### src/rtl/exe_int_ctrl.sv
// EXE-stage interrupt controller: N maskable IRQ channels plus NMI, fixed priority,
// in-service nesting, EI shadow and a req/ack handshake to the flush unit.
module exe_int_ctrl #(
  parameter int          N_IRQ      = 4,
  parameter logic [15:0] VEC_BASE   = 16'h0038,
  parameter logic [15:0] VEC_STRIDE = 16'h0008,
  parameter logic [15:0] NMI_VEC    = 16'h0066,
  parameter logic [5:0]  OP_DI      = 6'h30,
  parameter logic [5:0]  OP_EI      = 6'h31,
  parameter logic [5:0]  OP_RETN    = 6'h32,
  parameter logic [5:0]  OP_RETI    = 6'h33
) (
  input  logic             CLK,
  input  logic             RST,
  input  logic [N_IRQ-1:0] extern_INT,
  input  logic             extern_NMI,
  input  logic [N_IRQ-1:0] irq_mask,
  input  logic [5:0]       opcode,
  input  logic             op_valid,
  input  logic             EOI_EXE_stage,
  input  logic             mem_pipe_stall,
  input  logic [15:0]      PC_EXE_stage,
  input  logic             int_ack,
  output logic             int_req,
  output logic             vec_valid,
  output logic [15:0]      int_vector,
  output logic [15:0]      ret_PC,
  output logic             IFF1,
  output logic             IFF2,
  output logic [N_IRQ-1:0] in_service,
  output logic             intern_INT,
  output logic             intern_NMI
);

  localparam int IDX_W = (N_IRQ > 1) ? $clog2(N_IRQ) : 1;

  typedef enum logic [1:0] {IDLE, REQ_INT, REQ_NMI, VEC} state_t;

  state_t           state, state_next;
  logic [N_IRQ:0]   sync1, sync2, prev, rise;
  logic [N_IRQ-1:0] pending, eligible, clr_pending, set_service, reti_clr;
  logic             nmi_pending, shadow, any_eligible, op_fire;
  logic             accept_int, accept_nmi;
  logic [IDX_W-1:0] win_idx, win_next;
  logic [15:0]      chan_vector;

  assign rise        = sync2 & ~prev;
  assign op_fire     = op_valid & EOI_EXE_stage & ~mem_pipe_stall;
  assign chan_vector = VEC_BASE + 16'(win_idx) * VEC_STRIDE;
  assign int_req     = (state == REQ_INT) || (state == REQ_NMI);
  assign vec_valid   = (state == VEC);
  assign intern_INT  = IFF1 & |(pending & ~irq_mask);
  assign intern_NMI  = nmi_pending;

  // Channel k is blocked by any in-service bit at index <= k; lowest eligible index wins.
  always_comb begin
    // NOTE: every combinational output gets a default first so no path leaves it unassigned (no latch).
    logic blocked;
    blocked      = 1'b0;
    eligible     = '0;
    any_eligible = 1'b0;
    win_next     = '0;
    for (int k = 0; k < N_IRQ; k++) begin
      blocked = blocked | in_service[k];
      eligible[k] = ~blocked & pending[k] & ~irq_mask[k] & IFF1 & ~shadow;
    end
    for (int k = N_IRQ - 1; k >= 0; k--) begin
      if (eligible[k]) begin
        any_eligible = 1'b1;
        win_next     = IDX_W'(k);
      end
    end
  end

  always_comb begin
    state_next = state;
    accept_int = 1'b0;
    accept_nmi = 1'b0;
    case (state)
      IDLE: begin
        if (nmi_pending)       state_next = REQ_NMI;
        else if (any_eligible) state_next = REQ_INT;
      end
      REQ_NMI: begin
        if (int_ack && !mem_pipe_stall) begin
          accept_nmi = 1'b1;
          state_next = VEC;
        end
      end
      REQ_INT: begin
        if (int_ack && !mem_pipe_stall) begin
          accept_int = 1'b1;
          state_next = VEC;
        end else if (nmi_pending) begin
          state_next = REQ_NMI;
        end else if (!eligible[win_idx]) begin
          state_next = IDLE;
        end
      end
      default: state_next = IDLE;
    endcase
  end

  assign clr_pending = accept_int ? (N_IRQ'(1) << win_idx) : '0;
  assign set_service = clr_pending;
  assign reti_clr    = (op_fire && opcode == OP_RETI) ? (in_service & (~in_service + N_IRQ'(1))) : '0;

  always_ff @(posedge CLK or negedge RST) begin
    // NOTE: sequential state uses non-blocking assignments so every flop samples pre-edge values.
    if (!RST) begin
      state   <= IDLE;
      win_idx <= '0;
    end else begin
      state <= state_next;
      if (state == IDLE && state_next == REQ_INT) win_idx <= win_next;
    end
  end

  always_ff @(posedge CLK or negedge RST) begin
    if (!RST) begin
      sync1       <= '0;
      sync2       <= '0;
      prev        <= '0;
      pending     <= '0;
      nmi_pending <= 1'b0;
      in_service  <= '0;
      shadow      <= 1'b0;
      IFF1        <= 1'b0;
      IFF2        <= 1'b0;
      int_vector  <= '0;
      ret_PC      <= '0;
    end else begin
      sync1 <= {extern_NMI, extern_INT};
      sync2 <= sync1;
      prev  <= sync2;
      // An edge coinciding with the accept clear wins, so it is never lost.
      pending     <= (pending & ~clr_pending) | rise[N_IRQ-1:0];
      nmi_pending <= (nmi_pending & ~accept_nmi) | rise[N_IRQ];
      in_service  <= (in_service & ~reti_clr) | set_service;
      if (op_fire) shadow <= (opcode == OP_EI);

      // Interrupt entry overrides whatever the retiring instruction did to the IFFs.
      if (accept_nmi) begin
        IFF2 <= IFF1;
        IFF1 <= 1'b0;
      end else if (accept_int) begin
        IFF1 <= 1'b0;
        IFF2 <= 1'b0;
      end else if (op_fire) begin
        case (opcode)
          OP_DI:   begin IFF1 <= 1'b0; IFF2 <= 1'b0; end
          OP_EI:   begin IFF1 <= 1'b1; IFF2 <= 1'b1; end
          OP_RETN,
          OP_RETI: IFF1 <= IFF2;
          default: ;
        endcase
      end

      if (accept_nmi || accept_int) begin
        ret_PC     <= PC_EXE_stage;
        int_vector <= accept_nmi ? NMI_VEC : chan_vector;
      end
    end
  end

endmodule
### config.mk
export PLATFORM = sky130hd
export DESIGN_NAME = exe_int_ctrl
export DESIGN_NICKNAME = d
export VERILOG_FILES = /design/src/rtl/exe_int_ctrl.sv
export SDC_FILE = /design/constraint.sdc
export NUM_CORES = 1
export LEC_CHECK = 0
export ABC_AREA = 1
export ABC_CLOCK_PERIOD_IN_PS = 2700
export CAP_MARGIN = 20
export CORE_UTILIZATION = 49
export DETAILED_ROUTE_END_ITERATION = 8
export PLACE_DENSITY = 0.84
export SLEW_MARGIN = 10
export SYNTH_ARGS = -nofsm -noshare
export SYNTH_HDL_FRONTEND = slang
export SYNTH_SLANG_ARGS = --single-unit
export TNS_END_PERCENT = 5
### constraint.sdc
create_clock -name CLK -period 2.7 [get_ports CLK]
set_clock_uncertainty 0.1 [all_clocks]
set_input_delay 0.405 -clock CLK [delete_from_list [all_inputs] [get_ports CLK]]
set_output_delay 0.405 -clock CLK [all_outputs]
set_load 0.01 [all_outputs]
==> results of run 1 <==
[placed cells by master, fill, tap and decap left out, types with 2 or more instances in the layout]
cell type        instances
a31oi_1                  2
clkbuf_8                 5
ha_1                     8
inv_2                    2
nand2_2                  5
nor2_4                   4
o21ai_1                  2
nor2_1                  10
a21oi_1                  2
buf_4                    2
nor2_2                   3
o21ai_0                 15
nand2_1                 82
dfrtp_1                 52
nand3_1                 18
clkdlybuf4s50_1         67
conb_1                  10
nand3_2                  2
inv_1                   30
nor3_1                   2
[per-stage QoR]
| stage | cells | utilization (%) | power (mW) | hold WS [ps] | setup WS [ps] |
|---|---|---|---|---|---|
| 6_report | 387 | 70.6 | 2.93 | 77.7 | 407 |
| 5_1_grt | 387 | 70.6 | 3.15 | 157 | 236 |
| 4_1_cts | 387 | 70.6 | 2.96 | 116 | 412 |
| 3_5_place_dp | 379 | 68.1 | 2.41 | 236 | 419 |
| 3_3_place_gp | 379 | 68.1 | 2.38 | 233 | 428 |
| 2_1_floorplan | 272 | - | 1.80 | 9.41 | 996 |
[critical path, cell delays in order]
cell,delay (ps)
clkdlybuf4s50_1,400
nor2_1,190
inv_1,80
a41oi_1,150
clkdlybuf4s50_1,560
[state kept, by name, summed over array words and instances, names as in the netlist, 2 cells and up]
| name | cells |
|---|---|
| ret_PC | 16 |
| in_service | 4 |
| int_vector | 5 |
| state | 2 |
| sync2 | 5 |
| prev | 5 |
| sync1 | 5 |
| win_idx | 2 |
| pending | 4 |
[power groups by stage]
stage	logic, mW	registers (mW)	clock network (mW)
3_3_place_gp	1.20	1.17	0
3_5_place_dp	1.24	1.18	0
6_report	1.23	1.16	0.537
5_1_grt	1.37	1.19	0.586
2_1_floorplan	0.568	1.24	0
4_1_cts	1.24	1.16	0.552
[worst max-delay path by stage]
stage	to	slack, ps	depth (start not counted)
3_5_place_dp	intern_INT	420	5
5_1_grt	intern_INT	240	5
3_3_place_gp	intern_INT	430	5
6_report	intern_INT	410	5
4_1_cts	intern_INT	410	5
2_1_floorplan	win_idx[0]$_DFFE_PN0P_	1000	10
[layer usage]
metal / up-vias / wire length, um
li1: 936 / -
met1: 864 / 1990
met2: 57 / 2150
met3: 9 / 289
met4: 0 / 87
met5: - / 0
[layout make-up]
class / instances / area (um2)
Fill cell: 338 / 1310
Sequential cell: 52 / 1300
Multi-Input combinational cell: 173 / 868
Timing Repair Buffer: 70 / 691
Inverter: 32 / 120
Clock buffer: 5 / 68.8
Tap cell: 52 / 65.1
Clock inverter: 3 / 46.3
[kinds of logic (layout without fill, tap and decap cells)]
group | Yosys count | count (layout)
buf+inv | 47 | 110
simple gates | 130 | 130
flops | 52 | 52
fa+ha+maj | 8 | 8
other cells | 1 | 10
compound gates | 25 | 25
==> impl_metrics.py, run 1 <==
metrics = {
    "sta": {
        "relSlewSlack_pct": 58.0,
        "setup_violations": 0,
        "fmax_mhz": 436,
        "period_needed_ps": 2290,
        "finalSetupTns_ps": 0,
        "finalHoldViolations": 0,
        "slew_violations": 0,
        "worst_pin_slew_ps": 630,
        "rsz0062_at_grt": "false",
        "finalCritPeriodShare_pct": 84.9,
    },
    "global_route": {
        "antenna_found_initial": 0,
        "top_usage_layer": "met2",
        "grt_pass1_vias": 1801,
        "use_met1_pct": 25.1,
        "grt_util_met2_pct": 32.9,
        "grt_max_degree": 53,
        "gr-total-overflow": 0,
        "grtUsageTotal_pct": 19.8,
        "grtUsageMet3_pct": 4.64,
        "grt_pass1_wl_mm": 7.83,
    },
    "yosys": {
        "synthAdderAreaFrac_pct": 4.25,
        "synthXorXnorAreaFrac_pct": 0,
        "synth-simple-area-share_pct": 24.9,
        "netlist_top_cells_area": "dfrtp_1 (55%), nand2_1 (13%), inv_1 (4.8%), ha_1 (4.3%), nand3_1 (3.8%)",
        "syn_area_per_cell_um2": 8.95,
        "yosys-mux-area-fraction_pct": 0,
        "synth_area_um2": 2350,
        "ys.warnings.count": 0,
        "netlist_instances": 263,
        "ys.flop_type": "dfrtp_1",
        "synth_top_family_by_area": "simple AND/OR/NAND/NOR gates",
        "async_flop_share_pct": 100,
        "synth_most_common_cell": "nand2_1",
        "synth_top_area_share_pct": 55.3,
        "synth_edf_count": 0,
        "yosys_register_bits": 52,
        "synth.distinct_cells": 28,
        "netlist_top_cells_count": "nand2_1 (82), dfrtp_1 (52), inv_1 (30), nand3_1 (18), o21ai_0 (15)",
        "synth_compound_area_share_pct": 6.11,
        "yosysTopAreaCell": "dfrtp_1",
        "seq_area_frac_synth_pct": 55.3,
    },
    "floorplanning": {
        "rows": 24,
        "start_util_pct": 52.6,
        "core-area_um2": 4470,
        "dieHeight_um": 71.3,
        "io_pins": 79,
        "die_area_um2": 5090,
        "die_w_um": 71.3,
    },
    "drt": {
        "vias_per_cell": 4.82,
        "vias": 1866,
        "drtIter0Drc": 107,
        "drt_wl_total_mm": 4.52,
        "final_antenna_net_count": 0,
        "first_pass_iters": 6,
        "wl_per_cell_um": 11.7,
        "drc": 4,
    },
    "layout": {
        "areaGrowthSynthToFinish_pct": 34.2,
        "nets": 379,
        "diodes": 0,
        "fin_area_um2": 3160,
        "drive_gt1_share_pct": 8.66,
    },
    "power": {
        "clockPowerShare_pct": 18.4,
        "powerDensity_nw_per_um2": 926,
        "peakVddDrop_v": 0.000511,
        "cellLeakagePower_nw": 1.55,
        "p_sw_share_pct": 35.2,
        "seqPwrFrac_pct": 39.7,
        "switchingPower_mw": 1.03,
        "p_int_mw": 1.90,
        "power_frac_comb_pct": 42.0,
    },
    "clocking": {
        "clk_pin_slew_ps": 90,
        "htree_levels": 2,
        "cts-buffers-inserted": 5,
        "ctsHoldBuffers": 0,
        "cts_tree": "yes",
        "cts-root-buf": "clkbuf_8",
        "post-cts-setup-buffers": 0,
        "clock_sinks": 52,
        "clockBufferDepth": 2,
        "cts_resized": 0,
        "clk_latency_ps": 310,
    },
    "setup_path": {
        "ff2ff_setup_slack_ps": 670,
        "r2r-end": "IFF1$_DFFE_PN0P_",
        "critPathArrivalTime_ps": 1790,
        "critPathLaunch": "irq_mask[0]",
        "r2r-start": "state[1]$_DFF_PN0_",
        "worstSetupPathType": "primary input to output pin",
        "start_kind": "primary input",
        "end_kind": "output pin",
        "crit_fanout": 3,
        "rr_worst_depth": 7,
        "cp.required_ps": 2190,
    },
    "placement": {
        "dp_hpwl_mm": 3.32,
        "port_buffers": 68,
        "post_dp_cell_area_um2": 3050,
        "gp_congestion": 0.836,
    },
    "status": {
        "run_status": "complete, but fails checks",
        "violations": "design-rule violations",
    },
    "job": {
        "cap_violations": 0,
    },
    "min_path": {
        "min-delay-path-class": "primary input to asynchronous set/reset pin",
    },
}
No activity file was read; power rests on OpenSTA's default activity.
==> run 2, diff against run 1 <==
--- a/config.mk
+++ b/config.mk
@@ -6,11 +6,11 @@
 export NUM_CORES = 1
 export LEC_CHECK = 0
 export ABC_AREA = 1
-export ABC_CLOCK_PERIOD_IN_PS = 2700
+export ABC_CLOCK_PERIOD_IN_PS = 2000
 export CAP_MARGIN = 20
-export CORE_UTILIZATION = 49
+export CORE_UTILIZATION = 41
 export DETAILED_ROUTE_END_ITERATION = 8
-export PLACE_DENSITY = 0.84
+export PLACE_DENSITY = 0.75
 export SLEW_MARGIN = 10
 export SYNTH_ARGS = -nofsm -noshare
 export SYNTH_HDL_FRONTEND = slang
==> constraint.sdc (replaced) <==
create_clock -name CLK -period 2 [get_ports CLK]
set_clock_uncertainty 0.1 [all_clocks]
set_input_delay 0.3 -clock CLK [delete_from_list [all_inputs] [get_ports CLK]]
set_output_delay 0.3 -clock CLK [all_outputs]
set_load 0.01 [all_outputs]
==> impl_metrics.py, run 2 (synthesis gave the netlist of run 1 again) <==
metrics = {
    "sta": {
        "fmax_mhz": 518,
        "finalCritPeriodShare_pct": 96.6,
        "finalSetupTns_ps": 0,
        "slew_violations": 0,
        "setup_violations": 0,
        "period_needed_ps": 1930,
        "rsz0062_at_grt": "false",
        "finalHoldViolations": 0,
    },
    "floorplanning": {
        "dieHeight_um": 77.8,
        "start_util_pct": 42.8,
        "rows": 27,
        "io_pins": 79,
        "core-area_um2": 5510,
        "die_w_um": 77.8,
        "die_area_um2": 6050,
    },
    "global_route": {
        "grt_pass1_wl_mm": 8.32,
        "grtUsageTotal_pct": 17.4,
        "grt_pass1_vias": 1886,
        "grt_max_degree": 23,
        "gr-total-overflow": 0,
        "antenna_found_initial": 0,
    },
    "job": {
        "cap_violations": 0,
    },
    "drt": {
        "wl_per_cell_um": 11.7,
        "vias": 1911,
        "drt_wl_total_mm": 4.88,
        "vias_per_cell": 4.58,
        "first_pass_iters": 4,
        "drc": 0,
        "final_antenna_net_count": 0,
        "drtIter0Drc": 96,
    },
    "setup_path": {
        "rr_worst_depth": 11,
        "path_buf_inv": 2,
        "cp_slowest_stage_delay_ps": 480,
        "worstSetupPathType": "flop to output pin",
        "r2r-end": "win_idx[1]$_DFFE_PN0P_",
        "r2r-start": "state[1]$_DFF_PN0_",
        "critPathArrivalTime_ps": 1530,
        "end_kind": "output pin",
        "start_kind": "flop",
        "cp_cell_sequence": "buf_4, ha_1, clkdlybuf4s50_1",
        "cp.required_ps": 1600,
        "ff2ff_setup_slack_ps": 200,
        "crit_family": "buffers and inverters",
        "crit_fanout": 4,
        "cp_slowest_cell": "clkdlybuf4s50_1",
    },
    "layout": {
        "drive_gt1_share_pct": 11.3,
        "diodes": 0,
        "layout_common_cells": "nand2_1 (82), clkdlybuf4s50_1 (65), dfrtp_1 (51), inv_1 (30), nand3_1 (18)",
        "areaGrowthSynthToFinish_pct": 39.1,
        "top_register": "ret_PC",
        "nets": 389,
        "largest_register_ffs": 16,
        "final_common_cell": "nand2_1",
        "fin_util_pct": 59.5,
        "fin_area_um2": 3270,
        "fillerInstances": 490,
    },
    "power": {
        "power_frac_comb_pct": 42.4,
        "switchingPower_mw": 1.41,
        "cellLeakagePower_nw": 1.61,
        "seqPwrFrac_pct": 38.9,
        "peakVddDrop_v": 0.000692,
        "p_sw_share_pct": 35.1,
        "p_int_mw": 2.62,
        "clockPowerShare_pct": 18.6,
        "powerDensity_nw_per_um2": 1230,
    },
    "clocking": {
        "cts-root-buf": "clkbuf_8",
        "clk_pin_slew_ps": 90,
        "clockBufferDepth": 2,
        "clock_sinks": 52,
        "cts-buffers-inserted": 5,
        "clk_latency_ps": 310,
        "htree_levels": 2,
        "cts_tree": "yes",
    },
    "placement": {
        "post_dp_cell_area_um2": 3120,
        "port_buffers": 68,
        "gp_congestion": 0.863,
        "dp_hpwl_mm": 3.79,
    },
    "min_path": {
        "hold_end": "sync2[3]$_DFF_PN0_",
        "holdPathStages": 0,
        "min-delay-path-class": "flop to flop",
        "worstHoldStart": "sync1[3]$_DFF_PN0_",
    },
    "status": {
        "run_status": "completed",
    },
}
run 2: per-layer routing:
| layer | part of all wire, % | vias up | GRT usage [%] |
|---|---|---|---|
| met1 | 44 | 879 | 21.7 |
| met5 | 0 | - | 0 |
| met4 | 2.4 | 0 | 7.36 |
| li1 | - | 962 | - |
| met2 | 48 | 57 | 29.3 |
| met3 | 5.1 | 13 | 3.53 |
run 2: final cells by class:
class	count	area, um2	share of cell area, %
flip-flops and latches	52	1300	39.8
multi-input cells	173	868	26.5
repair buffers	80	769	23.5
inverters	32	123	3.74
well taps	72	90.1	2.75
clock buffers	6	82.6	2.52
clock inverters	2	38.8	1.18
run 2: per-stage QoR:
stage	setup slack, ps	cells	hold WS [ps]	total power, mW
final	68.4	417	255	4.03
after CTS	23.8	417	256	4.08
after floorplan	296	272	-95.6	2.44
after global placement	-14.5	406	183	3.25
after global routing	26.4	417	268	4.32
after detailed placement	-67.8	406	194	3.29
run 2: repair_timing:
action	in CTS	in global routing
endpoints found under the hold margin	20	0
endpoints found under the setup margin	2	5
setup buffers	2	0
hold buffers	1	0
gates resized for setup	1	4
run 2: worst max path at each step:
stage	startpoint	end	slack (ps)	cells after the start
2_1_floorplan	state[0]$_DFF_PN0_	win_idx[0]$_DFFE_PN0P_	300	10
4_1_cts	state[1]$_DFF_PN0_	int_req	20	3
5_1_grt	in_service[0]$_DFF_PN0_	win_idx[1]$_DFFE_PN0P_	30	11
3_5_place_dp	opcode[3]	in_service[2]$_DFF_PN0_	-70	7
3_3_place_gp	irq_mask[0]	intern_INT	-10	5
6_report	state[0]$_DFF_PN0_	vec_valid	70	3
run 2: power by group through the flow:
stage	registers, mW	clock network [mW]	logic [mW]
after floorplan	1.67	0	0.766
after global placement	1.59	0	1.66
after detailed placement	1.60	0	1.69
after CTS	1.57	0.770	1.73
after global routing	1.61	0.805	1.90
final	1.57	0.752	1.71
==> run 3, diff against run 2 <==
--- a/config.mk
+++ b/config.mk
@@ -7,10 +7,11 @@
 export LEC_CHECK = 0
 export ABC_AREA = 1
 export ABC_CLOCK_PERIOD_IN_PS = 2000
-export CAP_MARGIN = 20
+export CAP_MARGIN = 40
 export CORE_UTILIZATION = 41
 export DETAILED_ROUTE_END_ITERATION = 8
 export PLACE_DENSITY = 0.75
+export RECOVER_POWER = 100
 export SLEW_MARGIN = 10
 export SYNTH_ARGS = -nofsm -noshare
 export SYNTH_HDL_FRONTEND = slang
==> impl_metrics.py, run 3 (synthesis gave the netlist of run 1 again) <==
metrics = {
    "setup_path": {
        "critPathArrivalTime_ps": 1530,
        "cp_cell_sequence": "buf_4, ha_1, clkdlybuf4s50_1",
        "crit_fanout": 4,
        "end_kind": "output pin",
        "start_kind": "flop",
        "cp_slowest_cell": "clkdlybuf4s50_1",
        "worstSetupPathType": "flop to output pin",
        "cp.required_ps": 1600,
        "cp_slowest_stage_delay_ps": 480,
        "ff2ff_setup_slack_ps": 170,
    },
    "layout": {
        "top_register": "ret_PC",
        "diodes": 0,
        "final_common_cell": "nand2_1",
        "regArea_um2": 1300,
        "nets": 389,
        "areaGrowthSynthToFinish_pct": 38.3,
        "drive_gt1_share_pct": 10.4,
        "instances_no_fill": 417,
        "layout_common_cells": "nand2_1 (83), dfrtp_1 (51), dlygate4sd3_1 (34), clkdlybuf4s50_1 (32), inv_1 (30)",
        "fillerInstances": 493,
        "multi_input_area_um2": 866,
        "largest_register_ffs": 16,
    },
    "sta": {
        "finalSetupTns_ps": 0,
        "setup_violations": 0,
        "period_needed_ps": 1930,
        "finalCritPeriodShare_pct": 96.6,
        "finalHoldViolations": 0,
        "worst_pin_slew_ps": 1170,
        "slew_violations": 0,
        "rsz0062_at_grt": "false",
        "relSlewSlack_pct": 22.0,
        "fmax_mhz": 518,
    },
    "status": {
        "run_status": "completed",
    },
    "drt": {
        "final_antenna_net_count": 0,
        "first_pass_iters": 4,
        "vias_per_cell": 4.58,
        "vias": 1910,
        "wl_per_cell_um": 11.7,
        "drc": 0,
        "drtIter0Drc": 68,
        "drt_wl_total_mm": 4.87,
    },
    "clocking": {
        "cts-buffers-inserted": 5,
        "cts-root-buf": "clkbuf_8",
        "cts_tree": "yes",
        "htree_levels": 2,
        "clk_latency_ps": 300,
        "clock_sinks": 52,
        "clk_pin_slew_ps": 90,
        "clockBufferDepth": 2,
    },
    "placement": {
        "port_buffers": 68,
        "dp_hpwl_mm": 3.79,
        "dp.cells": 406,
        "gp_congestion": 0.863,
    },
    "floorplanning": {
        "start_util_pct": 42.8,
        "rows": 27,
        "dieHeight_um": 77.8,
        "io_pins": 79,
        "die_w_um": 77.8,
        "die_area_um2": 6050,
        "core-area_um2": 5510,
    },
    "global_route": {
        "grt_pass1_wl_mm": 8.32,
        "gr-total-overflow": 0,
        "antenna_found_initial": 0,
        "grtUsageTotal_pct": 17.4,
        "grt_max_degree": 23,
        "grt_pass1_vias": 1886,
    },
    "power": {
        "peakVddDrop_v": 0.000680,
        "cellLeakagePower_nw": 1.63,
        "finalPower_mw": 3.90,
        "powerDensity_nw_per_um2": 1200,
    },
    "min_path": {
        "min-delay-path-class": "flop to flop",
    },
    "job": {
        "cap_violations": 0,
    },
}
[run 3: final timing paths]
path	startpoint	end	cells after the start
setup / recovery	state[0]$_DFF_PN0_	vec_valid	3
hold / removal	sync1[3]$_DFF_PN0_	sync2[3]$_DFF_PN0_	0
setup reg to reg	state[1]$_DFF_PN0_	win_idx[1]$_DFFE_PN0P_	11
hold reg to reg	sync1[3]$_DFF_PN0_	sync2[3]$_DFF_PN0_	0
max in group asynchronous	RST	IFF1$_DFFE_PN0P_	3
min in group asynchronous	RST	ret_PC[7]$_DFFE_PN0P_	2
[run 3: layer usage]
layer	wire [um]	track usage (%)	share of wire [%]
met5	0	0	0
met4	139	7.36	2.9
met1	2110	21.7	43
met2	2330	29.3	48
met3	292	3.53	6.0
[run 3: area by class of cell]
type                       count  share of cell area (%)
inverter                      32                    3.77
timing repair buffer          80                    23.1
multi-input combinational    173                    26.6
clock buffer                   6                    2.54
sequential                    52                    40.0
clock inverter                 2                    1.19
tap                           72                    2.77
[run 3: worst max-delay path, delay by kind of cell, from the launching register on]
family	cells	cell delay, ps
buffers and inverters	2	630
flip-flops	1	400
adder cells (fa/ha/maj)	1	200
[run 3: stage by stage]
stage | instance area (um2) | hold slack, ps | util, % | setup slack (ps)
after CTS | 3270 | 256 | 59.4 | 23.8
after global placement | 3120 | 183 | 56.7 | -14.5
after floorplan | 2390 | -95.6 | - | 296
after detailed placement | 3120 | 194 | 56.7 | -67.8
final | 3260 | 255 | 59.1 | 68.1
after global routing | 3260 | 268 | 59.1 | 29.1
[run 3: what timing repair did]
| item | 4_1_cts | 5_1_grt |
|---|---|---|
| hold buffers | 1 | 0 |
| cloned | 0 | 0 |
| endpoints found under the hold margin | 20 | 0 |
| gates resized for setup | 1 | 4 |
| endpoints found under the setup margin | 2 | 5 |
| buffers inserted | 2 | 0 |
[run 3: power by group]
part,switching (mW),total (mW),internal [mW]
registers,0.211,1.56,1.35
clock network,0.342,0.751,0.409
logic,0.846,1.59,0.748
total,1.40,3.90,2.50
